==> src/rtl/opmux_pkg.sv <==
// Shared constants for the operation select mux: mode codes, bus widths and
// active-high hex segment patterns (bit0=a .. bit6=g).
package opmux_pkg;

    localparam int RESULT_W = 5;
    localparam int SEG_W    = 7;

    localparam logic [1:0] MODE_PIPO = 2'b00;
    localparam logic [1:0] MODE_ALU  = 2'b01;
    localparam logic [1:0] MODE_MOD5 = 2'b10;
    localparam logic [1:0] MODE_SSD  = 2'b11;

    localparam logic [SEG_W-1:0] SEG_BLANK = 7'b0000000;

    // Patterns written gfedcba, so the MSB is segment g.
    localparam logic [SEG_W-1:0] SEG_HEX_0 = 7'b0111111;
    localparam logic [SEG_W-1:0] SEG_HEX_1 = 7'b0000110;
    localparam logic [SEG_W-1:0] SEG_HEX_2 = 7'b1011011;
    localparam logic [SEG_W-1:0] SEG_HEX_3 = 7'b1001111;
    localparam logic [SEG_W-1:0] SEG_HEX_4 = 7'b1100110;
    localparam logic [SEG_W-1:0] SEG_HEX_5 = 7'b1101101;
    localparam logic [SEG_W-1:0] SEG_HEX_6 = 7'b1111101;
    localparam logic [SEG_W-1:0] SEG_HEX_7 = 7'b0000111;
    localparam logic [SEG_W-1:0] SEG_HEX_8 = 7'b1111111;
    localparam logic [SEG_W-1:0] SEG_HEX_9 = 7'b1101111;
    localparam logic [SEG_W-1:0] SEG_HEX_A = 7'b1110111;
    localparam logic [SEG_W-1:0] SEG_HEX_B = 7'b1111100;
    localparam logic [SEG_W-1:0] SEG_HEX_C = 7'b0111001;
    localparam logic [SEG_W-1:0] SEG_HEX_D = 7'b1011110;
    localparam logic [SEG_W-1:0] SEG_HEX_E = 7'b1111001;
    localparam logic [SEG_W-1:0] SEG_HEX_F = 7'b1110001;

    function automatic logic [SEG_W-1:0] hex_to_seg(input logic [3:0] digit);
        logic [SEG_W-1:0] seg;
        case (digit)
            4'h0:    seg = SEG_HEX_0;
            4'h1:    seg = SEG_HEX_1;
            4'h2:    seg = SEG_HEX_2;
            4'h3:    seg = SEG_HEX_3;
            4'h4:    seg = SEG_HEX_4;
            4'h5:    seg = SEG_HEX_5;
            4'h6:    seg = SEG_HEX_6;
            4'h7:    seg = SEG_HEX_7;
            4'h8:    seg = SEG_HEX_8;
            4'h9:    seg = SEG_HEX_9;
            4'hA:    seg = SEG_HEX_A;
            4'hB:    seg = SEG_HEX_B;
            4'hC:    seg = SEG_HEX_C;
            4'hD:    seg = SEG_HEX_D;
            4'hE:    seg = SEG_HEX_E;
            default: seg = SEG_HEX_F;
        endcase
        return seg;
    endfunction

endpackage

==> src/rtl/opmux_hex_seg.sv <==
// Combinational 4-bit to 7-segment hex decoder, active-high, bit0=a .. bit6=g.
module opmux_hex_seg
    import opmux_pkg::*;
(
    input  logic [3:0]       i_digit,
    output logic [SEG_W-1:0] o_seg
);

    assign o_seg = hex_to_seg(i_digit);

endmodule

==> src/rtl/operation_select_mux.sv <==
// Registered selector of PIPO / ALU / MOD5 / SSD results with one cycle latency.
// Define OPMUX_SSD_ECHO_EN to show result_out[3:0] as hex on ssd when sel != 11.
module operation_select_mux
    import opmux_pkg::*;
(
    input  logic                clk,
    input  logic                reset,
    input  logic [1:0]          sel,
    input  logic [3:0]          pipo_out,
    input  logic [RESULT_W-1:0] alu_out,
    input  logic [2:0]          mod5_out,
    input  logic [SEG_W-1:0]    ssd_out,
    output logic [RESULT_W-1:0] result_out,
    output logic [SEG_W-1:0]    ssd,
    output logic [1:0]          mode_out
);

    logic [RESULT_W-1:0] w_result_next;
    logic [SEG_W-1:0]    w_ssd_next;
    logic [SEG_W-1:0]    w_echo_seg;

    logic [RESULT_W-1:0] r_result;
    logic [SEG_W-1:0]    r_ssd;
    logic [1:0]          r_mode;

    // Only the selected source reaches the result; others are never read.
    always_comb begin
        w_result_next = '0;
        case (sel)
            MODE_PIPO: w_result_next = {1'b0, pipo_out};
            MODE_ALU:  w_result_next = alu_out;
            MODE_MOD5: w_result_next = {2'b00, mod5_out};
            MODE_SSD:  w_result_next = '0;
            default:   w_result_next = '0;
        endcase
    end

`ifdef OPMUX_SSD_ECHO_EN
    opmux_hex_seg u_hex_seg (
        .i_digit (w_result_next[3:0]),
        .o_seg   (w_echo_seg)
    );
`else
    assign w_echo_seg = SEG_BLANK;
`endif

    always_comb begin
        w_ssd_next = w_echo_seg;
        if (sel == MODE_SSD) begin
            w_ssd_next = ssd_out;
        end
    end

    always_ff @(posedge clk or posedge reset) begin
        if (reset) begin
            r_result <= '0;
            r_ssd    <= SEG_BLANK;
            r_mode   <= MODE_PIPO;
        end else begin
            r_result <= w_result_next;
            r_ssd    <= w_ssd_next;
            r_mode   <= sel;
        end
    end

    assign result_out = r_result;
    assign ssd        = r_ssd;
    assign mode_out   = r_mode;

endmodule

==> config.mk <==
export PLATFORM = sky130hd
export DESIGN_NAME = operation_select_mux
export DESIGN_NICKNAME = d
export VERILOG_FILES = /design/src/rtl/opmux_pkg.sv /design/src/rtl/opmux_hex_seg.sv /design/src/rtl/operation_select_mux.sv
export SDC_FILE = /design/constraint.sdc
export NUM_CORES = 1
export LEC_CHECK = 0
export CAP_MARGIN = 20
export CORE_ASPECT_RATIO = 1.2
export CORE_MARGIN = 10
export CORE_UTILIZATION = 30
export DETAILED_ROUTE_END_ITERATION = 10
export GPL_TIMING_DRIVEN = 0
export PLACE_DENSITY_LB_ADDON = 0.08
export SKIP_LAST_GASP = 1
export SYNTH_ARGS = -nofsm -noshare
export SYNTH_HDL_FRONTEND = slang
export SYNTH_SLANG_ARGS = --single-unit
==> constraint.sdc <==
create_clock -name clk -period 0.8 [get_ports clk]
set_input_delay 0.16 -clock clk [delete_from_list [all_inputs] [get_ports clk]]
set_output_delay 0.16 -clock clk [all_outputs]
set_load 0.01 [all_outputs]
==> metrics, run 1 <==
top achievable clock speed=about 1100 MHz; clock sink count=14; layout cells sized above 1=28.8%; largest net degree at the start of global routing=15; global-route wire length before repair=slightly above 2000 um; worst path bufs/invs=1; time the worst path needs with I/O delays and setup=around 0.94 ns; most frequent standard cell in the layout excluding fill and tap cells=clkdlybuf4s50_1; fillcell total=between 150 and 200; routed len/inst=~14 um; die footprint=roughly 0.0037 mm2; via density per instance=approximately 4.6; average size of a mapped cell=14.7 um2; post-synthesis sequential area ratio=a little over two thirds; number of distinct standard cells referenced by the synthesized netlist=10; total half-perimeter wirelength after legalization and detailed placement=1120 um; total of endpoints with negative setup slack in the final report=14; commonest cells after routing, fill and taps aside=clkdlybuf4s50_1, dfrtp_1, buf_2, and3_1, buf_6; result of the run=finished, violations left; final worst slack=-0.135 ns; Cell Count, Final, Fillers Out=about 90; Critical Path Sink Type=output port; kind of cell adding the most delay to the critical path=flip-flops; worst stage delay on the critical path=approximately 0.37 ns; Max H-tree Level=1; final hold violation count=0; signal arrival time at the worst endpoint=slightly below 0.8 ns; count of mapped cells out of synthesis=34; area added between synthesis and finish=74.9%; number of cell rows=16; fraction of the cycle the final worst path needs=117%; number of global-route vias before repair=between 400 and 500; overflow left after global routing=0; Synth warnings=0; static leakage=0.000454 uW; clock-pin slew on the worst setup and hold paths=about 0.08 ns; multi-input combinational cell area=around 130 um2; Post-layout nets=between 90 and 100; maximum fanout along the worst path=1; Starting DRT DRC Count=1; I/O pin count=37; pre-CTS setup slack=-0.550 ns; max cap viols=0; clock tree from TritonCTS=yes; quantity of I/O buffers inserted on ports=36; worst min-delay path category=in -> async; Slew Limit Fails=0; synthesized net count=between 50 and 60; cell at the root of the clock tree=clkbuf_4; measured slew at the worst slew-check pin=roughly 0.52 ns; flop and latch count out of synthesis=14; buffers from clock root to sink, at most=2; placeable core region=0.00160 mm2; initial core utilization=a little under a third; startpoint types=flop; combined area of all synthesized cells=~500 um2; wirelength, routed=roughly 1300 um; number of antenna violations at the first check in global routing=0; Vert. Die Dim=about 65 um; unrepaired setup endpoints after global routing=yes; post-CTS repair timing setup buffer count=0; number of nets with antenna violations after routing=0; global placement routability congestion=0.650; violated checks=negative setup slack; cell type of the slowest stage on the worst timing path=dfrtp_1; WP data required=0.64 ns; chain of cells forming the critical path=buf_2; Register Area=~350 um2; ratio of total power to cell area=roughly 1600 mW/mm2; Max-Slew Margin vs Limit=65.2%; Via Count=roughly 420; combined global-route utilization of all metal layers=7.08%; residual DRC count=0; diodes inserted=0; number of placed instances, taps included=a little under 90; Worst IR Drop VDD=~0.95 mV; total clock buffers created by CTS=3; drt pass-1 iters=2; type of the setup path with the least slack=reg -> out; Die X-Extent=~57 um
## how the worst max path moves through the flow
stage | startpoint | end | slack, ns | depth (start not counted)
floorplan | sel[1] | result_out[4] | 0.13 | 2
global placement | sel[1] | result_out[4] | -0.49 | 3
detailed placement | sel[0] | ssd[6] | -0.55 | 3
CTS | ssd[6] | ssd[6] | -0.15 | 1
global route | result_out[1] | result_out[1] | -0.17 | 1
finish | ssd[6] | ssd[6] | -0.14 | 1
## stage by stage
stage                     cell area, um2  util (%)  TNS (ns)  total power (uW)  hold slack (ns)
after CTS                            848      53.0     -1.90              1400            0.218
after global routing                 873      54.5     -2.22              1460            0.215
after floorplan                      499         -         0               849           0.0492
final                                873      54.5     -1.78              1390            0.217
after detailed placement             882      55.1    -10.43              1050            0.542
after global placement               882      55.1     -9.45              1040            0.522
## state kept, by name, indices dropped and copies added, names as in the netlist
register / flops
result_out: 5
mode_out: 2
ssd: 7
## cell type report
class	count	area share (%)
tap	18	2.58
multi-input combinational	17	14.9
buffer	2	2.87
clock buffer	3	2.58
sequential	14	40.1
inverter	1	0.430
timing repair buffer	36	36.5
## metal layers
layer	share of wire [%]	global-route usage (%)	vias to the layer above
met5	0	0	-
met4	0.91	4.41	0
met3	12	3.70	4
met2	53	12.8	23
met1	35	5.89	189
li1	-	-	199
## cells in the mapped netlist (all sizes together)
library cell  count  area (um2)
and2              1        7.51
and2b             1        8.76
and3              7        43.8
buf               1        11.3
clkbuf            1        3.75
dfrtp            14         350
inv               1        3.75
mux2i             4        40.0
nor2              1        3.75
o2bb2ai           3        26.3
## cell families after synthesis
logic type	synth area share (%)
compound gates	5.26
buf+inv	3.76
flops	70.2
mux	8.02
simple gates	12.8
## what timing repair did
item | CTS | global route
endpoints found under the setup margin | 25 | 14
hold buffers | 0 | 0
endpoints found under the hold margin | 0 | 0
gates resized for setup | 62 | 4
## where the power goes
group	total (uW)	internal, uW	switching, uW
combinational	257	164	92.4
sequential	753	743	10.1
clock	383	174	208
No activity file was read; power rests on OpenSTA's default activity.
==> inputs of run 2 (changes only) <==
--- a/config.mk
+++ b/config.mk
@@ -7,8 +7,8 @@
 export LEC_CHECK = 0
 export CAP_MARGIN = 20
 export CORE_ASPECT_RATIO = 1.2
-export CORE_MARGIN = 10
-export CORE_UTILIZATION = 30
+export CORE_UTILIZATION = 32
+export CTS_CLUSTER_DIAMETER = 50
 export DETAILED_ROUTE_END_ITERATION = 10
 export GPL_TIMING_DRIVEN = 0
 export PLACE_DENSITY_LB_ADDON = 0.08
==> run 2 against run 1 <==
  * The flow still finishes with violations (negative setup slack)
  * Sequential share of layout area is 0.88 points higher
  * Sequential power hardly changed
  * Worst hold slack better by 0.0039 ns
  * Global-route usage is 7.4 points higher
==> metrics, run 2 (same netlist as run 1, synthesis figures left out) <==
result of the run=finished, violations left; violated checks=negative setup slack; largest net degree at the start of global routing=15 (unchanged); number of antenna violations at the first check in global routing=0 (unchanged); final hold violation count=0 (unchanged); Worst IR Drop VDD=0.877 mV (-7.3%); grt met2 use=24.7% (+12 points); fraction of the cycle the final worst path needs=119% (+1.7 points); Die X-Extent=38.1 um (-34%); Critical Path Sink Type=output port; placeable core region=0.00145 mm2 (-9.8%); drt pass-1 iters=4 (+2); fillcell total=151 (-5.6%); combined global-route utilization of all metal layers=14.4% (+7.4 points); worst stage delay on the critical path=0.38 ns (about the same); startpoint types=flop; quantity of I/O buffers inserted on ports=36 (unchanged); cell type of the slowest stage on the worst timing path=dfrtp_1; total of endpoints with negative setup slack in the final report=14 (unchanged); maximum fanout along the worst path=1 (unchanged); kind of cell adding the most delay to the critical path=flip-flops; static leakage=0.000455 uW (+0.13%); global placement routability congestion=0.577 (-11%); signal arrival time at the worst endpoint=0.79 ns (about the same); Max-Slew Margin vs Limit=66.6% (+1.4 points); clock sink count=14 (unchanged); die footprint=0.00172 mm2 (-53%); Register Area=350 um2 (unchanged); ratio of total power to cell area=1730 mW/mm2 (+8.5%); initial core utilization=34.5% (+3.4 points); clock-pin slew on the worst setup and hold paths=0.08 ns (about the same); worst min-delay path category=in -> async; timing startpoint of the critical path=mode_out[0]; time the worst path needs with I/O delays and setup=0.949 ns (+0.0133 ns); max cap viols=0 (unchanged); multi-input combinational cell area=130 um2 (unchanged); number of nets with antenna violations after routing=0 (unchanged); number of global-route vias before repair=393 (-17%); Max H-tree Level=1 (unchanged); met3 Use GR=2.96% (-0.75 points); PostCTS Resize Cnt=61 (-1.6%); chain of cells forming the critical path=buf_2; clock tree from TritonCTS=yes; flip-flop count of the largest register after layout=7 (unchanged); buffers from clock root to sink, at most=2 (unchanged); Top Usage Layer GRT=met2; WP data required=0.64 ns (about the same); cell area after layout=855 um2 (-2.1%); Vert. Die Dim=45.3 um (-30%); met1 track utilization from global routing=17.0% (+11 points); commonest cells after routing, fill and taps aside=clkdlybuf4s50_1, dfrtp_1, buf_2, and3_1, mux2i_1; global-route wire length before repair=1710 um (-16%); setup TNS=-1.73 ns (+0.0578 ns); post-place instance area=881 um2 (-0.14%); diodes inserted=0 (unchanged); CTS Hold Bufs=0 (unchanged); wirelength, routed=1020 um (-23%); total clock buffers created by CTS=3 (unchanged); Starting DRT DRC Count=9 (+8); type of the setup path with the least slack=reg -> out; residual DRC count=0 (unchanged); most frequent standard cell in the layout excluding fill and tap cells=clkdlybuf4s50_1; final worst slack=-0.149 ns (-0.0133 ns); post-CTS repair timing setup buffer count=0 (unchanged); number of cell rows=15 (-1); unrepaired setup endpoints after global routing=yes; measured slew at the worst slew-check pin=0.501 ns (-0.0206 ns); layout cells sized above 1=29.7% (+0.96 points); I/O pin count=37 (unchanged); Slew Limit Fails=0 (unchanged); via density per instance=4.63 (+1.4%); routed len/inst=11.2 um (-23%); area added between synthesis and finish=71.2%; Post-layout nets=98 (unchanged); cell at the root of the clock tree=clkbuf_4; overflow left after global routing=0 (unchanged); worst path bufs/invs=1 (unchanged); Via Count=421 (+1.4%); top achievable clock speed=1050 MHz (-1.4%)
[run 2: cell types whose count changed in the layout (fill, tap and decap cells not counted)]
cell	before	now
buf_2	9	14
clkbuf_8	1	2
buf_6	6	1
[run 2: final cells by class]
type | instances | area share [%]
multi-input combinational | 17 | 15.2
sequential | 14 | 41.0
tap | 17 | 2.49
timing repair buffer | 36 | 33.7
inverter | 1 | 0.439
buffer | 2 | 2.93
clock buffer | 4 | 4.25
[run 2: worst max-delay path by stage]
stage                          to  slack [ns]  cells past startpoint
floorplan           result_out[4]        0.13                      2
CTS                   mode_out[0]       -0.17                      1
detailed placement         ssd[0]       -0.53                      3
global route          mode_out[0]       -0.19                      1
global placement    result_out[4]       -0.48                      3
finish                mode_out[0]       -0.15                      1
[run 2: routing by layer]
metal / vias to the layer above / part of all wire (%)
met5: - / 0
met4: 0 / 0
met3: 0 / 7.5
met2: 23 / 59
met1: 200 / 34
li1: 198 / -
[run 2: through the flow]
| step | hold WS [ns] | total power (uW) | worst slack, ns | util [%] | cells |
|---|---|---|---|---|---|
| floorplan | 0.0492 | 849 | 0.131 | - | 34 |
| CTS | 0.221 | 1500 | -0.166 | 59.1 | 91 |
| finish | 0.221 | 1480 | -0.149 | 59.1 | 91 |
| detailed placement | 0.537 | 1040 | -0.528 | 61.0 | 87 |
| global route | 0.217 | 1560 | -0.187 | 59.1 | 91 |
| global placement | 0.524 | 1040 | -0.482 | 61.0 | 87 |
[run 2: power by group]
part | leakage, uW | total, uW | switching, uW | internal [uW]
clock | 0.0000210 | 487 | 210 | 276
combinational | 0.000253 | 241 | 90.5 | 150
sequential | 0.000181 | 750 | 7.65 | 743
total | 0.000455 | 1480 | 309 | 1170
